<file path="src/rtl/max_reduce_pkg.sv">
// rtl/max_reduce_pkg.sv - shared types and defaults for the signed max stream reducer
// Optional argmax tracking is enabled by defining MAX_REDUCE_ARGMAX_EN.
package max_reduce_pkg;

   typedef enum logic [1:0] {
      IDLE  = 2'd0,
      ACCUM = 2'd1,
      HOLD  = 2'd2
   } state_e;

   localparam int DEF_WIDTH     = 16;
   localparam int DEF_LEN_W     = 8;
   localparam int DEF_IMPL_TYPE = 1;

endpackage

</file>
<file path="src/rtl/max_reduce_step.sv">
// rtl/max_reduce_step.sv - one signed compare+select step of the running maximum
// IMPL_TYPE 0 uses a native signed compare, otherwise an offset-binary unsigned compare.
module max_reduce_step
   import max_reduce_pkg::*;
#(
   parameter int WIDTH     = DEF_WIDTH,
   parameter int IMPL_TYPE = DEF_IMPL_TYPE
) (
   input  logic [WIDTH-1:0] i_data,
   input  logic [WIDTH-1:0] i_acc,
   output logic             o_gt,
   output logic [WIDTH-1:0] o_sel
);

   generate
      if (IMPL_TYPE == 0) begin : g_signed_cmp
         assign o_gt = $signed(i_data) > $signed(i_acc);
      end else begin : g_offset_cmp
         // Flipping the sign bit maps two's complement onto an order-preserving unsigned range.
         logic [WIDTH-1:0] w_data_ob;
         logic [WIDTH-1:0] w_acc_ob;
         assign w_data_ob = {~i_data[WIDTH-1], i_data[WIDTH-2:0]};
         assign w_acc_ob  = {~i_acc[WIDTH-1],  i_acc[WIDTH-2:0]};
         assign o_gt      = w_data_ob > w_acc_ob;
      end
   endgenerate

   assign o_sel = o_gt ? i_data : i_acc;

endmodule

</file>
<file path="src/rtl/max_int_stream_reduce.sv">
// rtl/max_int_stream_reduce.sv - framed stream to per-frame signed maximum, valid/ready on both sides
// Define MAX_REDUCE_ARGMAX_EN to add the winning-beat index register and out_idx port.
module max_int_stream_reduce
   import max_reduce_pkg::*;
#(
   parameter int WIDTH     = DEF_WIDTH,
   parameter int LEN_W     = DEF_LEN_W,
   parameter int IMPL_TYPE = DEF_IMPL_TYPE
) (
   input  logic             clk,
   input  logic             rst_n,
   input  logic             in_valid,
   output logic             in_ready,
   input  logic [WIDTH-1:0] in_data,
   input  logic             in_last,
   output logic             out_valid,
   input  logic             out_ready,
   output logic [WIDTH-1:0] out_max,
   output logic [LEN_W:0]   out_count,
`ifdef MAX_REDUCE_ARGMAX_EN
   output logic [LEN_W-1:0] out_idx,
`endif
   output logic             out_trunc
);

   localparam logic [1:0]   ST_IDLE  = IDLE;
   localparam logic [1:0]   ST_ACCUM = ACCUM;
   localparam logic [1:0]   ST_HOLD  = HOLD;
   localparam logic [LEN_W:0] MAX_CNT = {1'b1, {LEN_W{1'b0}}};

   logic [1:0]       r_state;
   logic [1:0]       w_state_nxt;
   logic             r_in_ready;
   logic             r_out_valid;
   logic [WIDTH-1:0] r_acc;
   logic [LEN_W:0]   r_cnt;
   logic             r_trunc;
   logic             w_accept;
   logic             w_gt;
   logic [WIDTH-1:0] w_sel;
   logic [LEN_W:0]   w_cnt_inc;
   logic             w_full;

   assign w_accept  = in_valid && r_in_ready;
   assign w_cnt_inc = r_cnt + (LEN_W+1)'(1);
   assign w_full    = (w_cnt_inc == MAX_CNT);

   max_reduce_step #(
      .WIDTH     (WIDTH),
      .IMPL_TYPE (IMPL_TYPE)
   ) u_step (
      .i_data (in_data),
      .i_acc  (r_acc),
      .o_gt   (w_gt),
      .o_sel  (w_sel)
   );

   always_comb begin
      w_state_nxt = r_state;
      case (r_state)
         ST_IDLE:  if (w_accept) w_state_nxt = in_last ? ST_HOLD : ST_ACCUM;
         ST_ACCUM: if (w_accept && (in_last || w_full)) w_state_nxt = ST_HOLD;
         ST_HOLD:  if (out_ready) w_state_nxt = ST_IDLE;
         default:  w_state_nxt = ST_IDLE;
      endcase
   end

   // Handshake flags are registered from the next state so in_ready stays low through reset.
   always_ff @(posedge clk or negedge rst_n) begin
      if (!rst_n) begin
         r_state     <= ST_IDLE;
         r_in_ready  <= 1'b0;
         r_out_valid <= 1'b0;
         r_acc       <= '0;
         r_cnt       <= '0;
         r_trunc     <= 1'b0;
      end else begin
         r_state     <= w_state_nxt;
         r_in_ready  <= (w_state_nxt != ST_HOLD);
         r_out_valid <= (w_state_nxt == ST_HOLD);
         if (w_accept) begin
            if (r_state == ST_IDLE) begin
               r_acc   <= in_data;
               r_cnt   <= (LEN_W+1)'(1);
               r_trunc <= 1'b0;
            end else begin
               if (w_gt) r_acc <= w_sel;
               r_cnt   <= w_cnt_inc;
               r_trunc <= w_full && !in_last;
            end
         end
      end
   end

`ifdef MAX_REDUCE_ARGMAX_EN
   logic [LEN_W-1:0] r_idx;

   always_ff @(posedge clk or negedge rst_n) begin
      if (!rst_n) begin
         r_idx <= '0;
      end else if (w_accept) begin
         if (r_state == ST_IDLE) r_idx <= '0;
         else if (w_gt)          r_idx <= r_cnt[LEN_W-1:0];
      end
   end

   assign out_idx = r_idx;
`endif

   assign in_ready  = r_in_ready;
   assign out_valid = r_out_valid;
   assign out_max   = r_acc;
   assign out_count = r_cnt;
   assign out_trunc = r_trunc;

endmodule

</file>
<file path="config.mk">
export PLATFORM = sky130hd
export DESIGN_NAME = max_int_stream_reduce
export DESIGN_NICKNAME = d
export VERILOG_FILES = /design/src/rtl/max_reduce_pkg.sv /design/src/rtl/max_reduce_step.sv /design/src/rtl/max_int_stream_reduce.sv
export SDC_FILE = /design/constraint.sdc
export NUM_CORES = 1
export LEC_CHECK = 0
export CORE_UTILIZATION = 45
export DETAILED_ROUTE_END_ITERATION = 10
export MAX_ROUTING_LAYER = met4
export PLACE_DENSITY = 0.76
export SYNTH_ARGS = -nofsm -noshare
export SYNTH_HDL_FRONTEND = slang
export SYNTH_SLANG_ARGS = --single-unit
</file>
<file path="constraint.sdc">
create_clock -name clk -period 2.8 [get_ports clk]
set_input_delay 0.28 -clock clk [delete_from_list [all_inputs] [get_ports clk]]
set_output_delay 0.28 -clock clk [all_outputs]
set_load 0.01 [all_outputs]
</file>
* Yosys cells after proc, flatten, opt, wreduce, memory -nomap -nowiden
Index checks and enable logic that the tools add are counted.
** Storage, ports and cells
- Word-level logic and storage cells :: 32
- Bits of input ports :: 21
- Output and inout port bits :: 28
- Register bits :: 30
** Operators by class
- Eq/ne operators :: 5
- Reduce and logical (&&, ||, !) cells :: 8
- Mux-type cells :: 9
- Bitwise gates (word level) :: 2
- $lt $le $gt $ge :: 1
- Add/subtract/negate cells :: 1
** Operators by type and width (number)
- 16-bit two-way mux :: 2
- 16-bit greater-than comparator :: 1
- 9-bit by 1-bit adder with 9-bit output, second input constant :: 1
- 9-bit == test, second input constant :: 1
- 9-bit two-way mux :: 1
- 2-bit two-way mux :: 4
- 2-bit case mux with 3 select lines :: 1
- 2-bit == test, second input constant :: 2
- 1-bit logical AND :: 3
- 2-bit by 1-bit == test with 1-bit output, second input constant :: 1
- 2-bit logical NOT :: 1
- 2-bit inequality test, second input constant :: 1
- 1-bit inverter :: 2
- 2-bit AND reduction :: 1
- 2-bit nonzero test :: 1
- 1-bit logical NOT :: 1
- 1-bit logical OR :: 1
- 1-bit two-way mux :: 1

* Logic depth before layout (Yosys ltp)
- Word-level depth :: 7
- Mapped depth :: 8
- Gate-level depth less buffers :: 7

* Hierarchy
A second synthesis with hierarchy kept.
** Unflattened totals
- Cell total of the unflattened synthesis :: 282
- Area, all modules :: 2449.8 sq um
** Modules (own cells, without submodules)
- max_int_stream_reduce :: sequential area each 750.7 sq um, area an instance 1452.6 sq um, cells an instance 146, times used 1
- max_reduce_step :: sequential area each 0.0 sq um, area an instance 997.2 sq um, cells an instance 136, times used 1

* Least setup slack after synthesis
No wires, ideal clock.
- Path kind :: reg-to-reg
- From :: reg r_acc[15] (netlist: out_max[15])
- To :: reg r_acc[15] (netlist: out_max[15])
- Arrival :: 2.167 ns
- Setup time :: 0.125 ns
- Setup slack :: 0.508 ns
- Period minus slack after synthesis :: 2.292 ns
- Path buffers :: 1
- Required time :: 2.675 ns
- Cell stages (with the launch flop) :: 8
- Cells stage by stage :: dfrtp_1 > ha_1 > nand4_1 > nor4_1 > o21ai_0 > a31oi_4 > buf_6 > mux2_4
** Between the ends
- Longest elaborated chain between the ends :: 4
** RTL lines
- start: declaration :: line max_int_stream_reduce.sv:35 : logic [WIDTH-1:0] r_acc;
- start signal: assignment :: line max_int_stream_reduce.sv:83 : r_acc <= in_data;
- start signal: assignment :: line max_int_stream_reduce.sv:87 : if (w_gt) r_acc <= w_sel;
- 1-bit inverter :: line max_reduce_step.sv:23 : assign w_acc_ob = {~i_acc[WIDTH-1], i_acc[WIDTH-2:0]};
- 16-bit greater-than comparator :: line max_reduce_step.sv:24 : assign o_gt = w_data_ob > w_acc_ob;
- 2-bit nonzero test (no source line)
- 2-bit AND reduction (no source line)
Every way passes these cells.
A chain may end at the register's enable or synchronous reset.

* Final worst setup path
- From :: in in_data[15]
- To :: reg r_acc[14] (netlist: out_max[14])
** Between the ends
- Longest elaborated chain between the ends :: 4
** RTL lines
- start: declaration :: line max_int_stream_reduce.sv:14 : input logic [WIDTH-1:0] in_data,
- 1-bit inverter :: line max_reduce_step.sv:22 : assign w_data_ob = {~i_data[WIDTH-1], i_data[WIDTH-2:0]};
- 16-bit greater-than comparator :: line max_reduce_step.sv:24
- 2-bit nonzero test (no source line)
- 2-bit AND reduction (no source line)
Every way passes these cells.

==> impl_metrics.tcl <==
set metrics [dict create \
    path_class "in -> reg" \
    cp.required_ns 2.96 \
    gp_congestion 0.813 \
    post-cts-setup-buffers 0 \
    drive_gt1_share_pct 13.8 \
    drv_cap 0 \
    antenna_found_initial 0 \
    reg2reg_to "out_max[14]" \
    p_per_area_nw_per_um2 891 \
    grt.overflow.total 0 \
    min_path_type "in -> async" \
    synth_cell_types 33 \
    yosys_warnings 0 \
    rows 22 \
    hold_violations 0 \
    ys_ff_latch 30 \
    antenna-diode-count 0 \
    critPathSlowestCell "clkdlybuf4s50_1" \
    tritoncts "done" \
    finalClockSkew_ns 0.00378 \
    power_mw 2.15 \
    start_util_pct 47.5 \
    netlist_instances 169 \
    final_common_cell "clkdlybuf4s50_1" \
    place_hpwl_mm 2.74 \
    core-area_um2 3720 \
    numCtsBuffers 5 \
    yosys_most_used_dff "dfrtp_1" \
    clock-sinks 30 \
    dieArea_um2 4180 \
    p_leak_nw 1.11 \
    worstSetupEndpointType "flop" \
    portBuffers 48 \
    clk_pin_slew_ns 0.06 \
    seq_power_share_pct 33.9 \
    pin_count 49 \
    grt.total_usage_pct 21.1 \
    critPathTopFamily "buffers and inverters" \
    fin_area_um2 2420 \
    dpl_cell_area_um2 2330 \
    startpoint_type "primary input" \
    switching_power_uw 739 \
    period_share_pct 91.3 \
    cts_hold_buffers 0 \
    clk_path_buf_depth 2 \
    final_max_slew_viol_count 0 \
    swShare_pct 34.3 \
    grt_max_degree 31 \
    wirelength_mm 3.77 \
    tightest_slew_ns 0.495 \
    p_comb_share_pct 50.3 \
    cp_num_buf_inv 3 \
    slew_headroom_pct 66.6 \
    fin_crit_ns 2.56 \
    via_count 1451 \
    synth-edff-count 0 \
    vdd_drop_max_uv 367 \
    grt_pass1_vias 1492 \
    clockPowerShare_pct 15.7 \
    die_x_um 64.7 \
    grt_setup_unrepaired "false" \
    maxClockFrequency_mhz 391 \
    clk_latency_ns 0.28 \
    status "completed" \
    setup_viol 0 \
    async_flop_share_pct 100 \
    ant_nets 0 \
    die_height_um 64.7 \
    via_per_inst 5.32 \
    fillers 324 \
    worst_ep_arrival_time_ns 2.72 \
    synthesis.area_um2 1770 \
    ys_seq_area_share_pct 42.5 \
    grt_pass1_wl_mm 6.58 \
    dr.pass1.iters 4 \
    r2r_cells 7 \
    crit_chain "clkdlybuf4s50_1, inv_1, ha_1, nand4_1, nor4_1, o21ai_0, a31oi_4, buf_12, mux2_2" \
    area_delta_synth_final_pct 36.8 \
    rrSetupSlack_ns 0.38 \
    drtIter0Drc 52 \
    r2r_start "out_max[15]" \
    syn-num-nets 207 \
    final_cell_mix "clkdlybuf4s50_1, dfrtp_1, nand2_1" \
    h-tree-depth 2 \
    cts_resized 0 \
    drc 0 \
    routedWlPerCell_um 13.8 \
    root_buffer "clkbuf_8" \
    cp_num_cells 9 \
    cpPeakStageDelay_ns 0.50 \
    fin_nets 264 \
    avgSynthCellArea_um2 10.5 \
    internal_power_mw 1.41 \
    path_max_fanout 13 \
]
-- layer usage --
metal / up-vias / global-route usage [%] / wire, um
met5: - / - / 0
met4: 0 / 7.50 / 44
met1: 676 / 24.7 / 1720
met3: 7 / 5.99 / 204
li1: 718 / - / -
met2: 50 / 34.5 / 1790
-- registers in the layout (all words and copies together), names as in the netlist --
signal	cells
in_ready	1
out_count	9
out_max	16
out_trunc	1
out_valid	1
r_state	2
-- synthesized netlist by cell type (2+ instances only) --
library cell	n	area, um^2
ha_1	17	213
a21oi_1	8	40.0
nand4_1	4	25.0
nor3_1	2	10.0
dfrtp_1	30	751
nor2_1	10	37.5
and3_1	3	18.8
a31oi_1	2	12.5
nand3_1	3	15.0
o31ai_1	3	22.5
mux2_4	10	150
nor4_1	2	12.5
mux2_2	6	67.6
a21o_1	2	15.0
inv_1	17	63.8
mux2i_1	2	20.0
o21ai_0	14	70.1
nand2_1	18	67.6
a22o_1	2	17.5
-- worst max path at each step --
stage / start / end / slack [ns]
after detailed placement: in_data[15] / out_max[14] / -0.05
final: in_data[15] / out_max[14] / 0.24
after global placement: in_data[15] / out_max[10] / 0.18
after CTS: in_data[15] / out_max[14] / 0.25
after floorplan: out_max[15] / out_max[15] / 0.51
after global routing: in_data[15] / out_max[14] / 0.08
-- final cells by class --
cell class              instances  area, um^2  area share [%]
inverters                      17        63.8            2.64
well taps                      48        60.1            2.48
clock buffers                   6        82.6            3.42
multi-input cells             119         930            38.5
flip-flops and latches         30         751            31.1
repair buffers                 53         531            21.9
-- logic make-up (layout without fill, tap and decap cells) --
logic type | Yosys count | count (layout) | synth area share [%]
and+or+nand+nor | 48 | 48 | 13.9
AOI/OAI and AO/OA | 36 | 36 | 13.2
DFF | 30 | 30 | 42.5
buffers and inverters | 20 | 76 | 4.89
muxes | 18 | 18 | 13.5
adders and majority gates | 17 | 17 | 12.0
-- power by group through the flow --
stage | registers (mW) | logic (mW) | clock network, mW
after floorplan | 0.777 | 0.565 | 0
after global placement | 0.731 | 1.06 | 0
after detailed placement | 0.739 | 1.09 | 0
after CTS | 0.732 | 1.09 | 0.349
after global routing | 0.754 | 1.21 | 0.368
final | 0.731 | 1.08 | 0.339
-- through the flow --
stage	hold WS (ns)	utilization (%)	setup WS, ns	instances	TNS, ns
2_1_floorplan	-0.0156	-	0.508	169	0
3_3_place_gp	0.497	62.8	0.178	267	0
3_5_place_dp	0.491	62.8	-0.0509	267	-0.302
4_1_cts	0.407	65.1	0.250	273	0
5_1_grt	0.426	65.1	0.0781	273	0
6_report	0.392	65.1	0.244	273	0
Power figures use the tool's default switching activity.
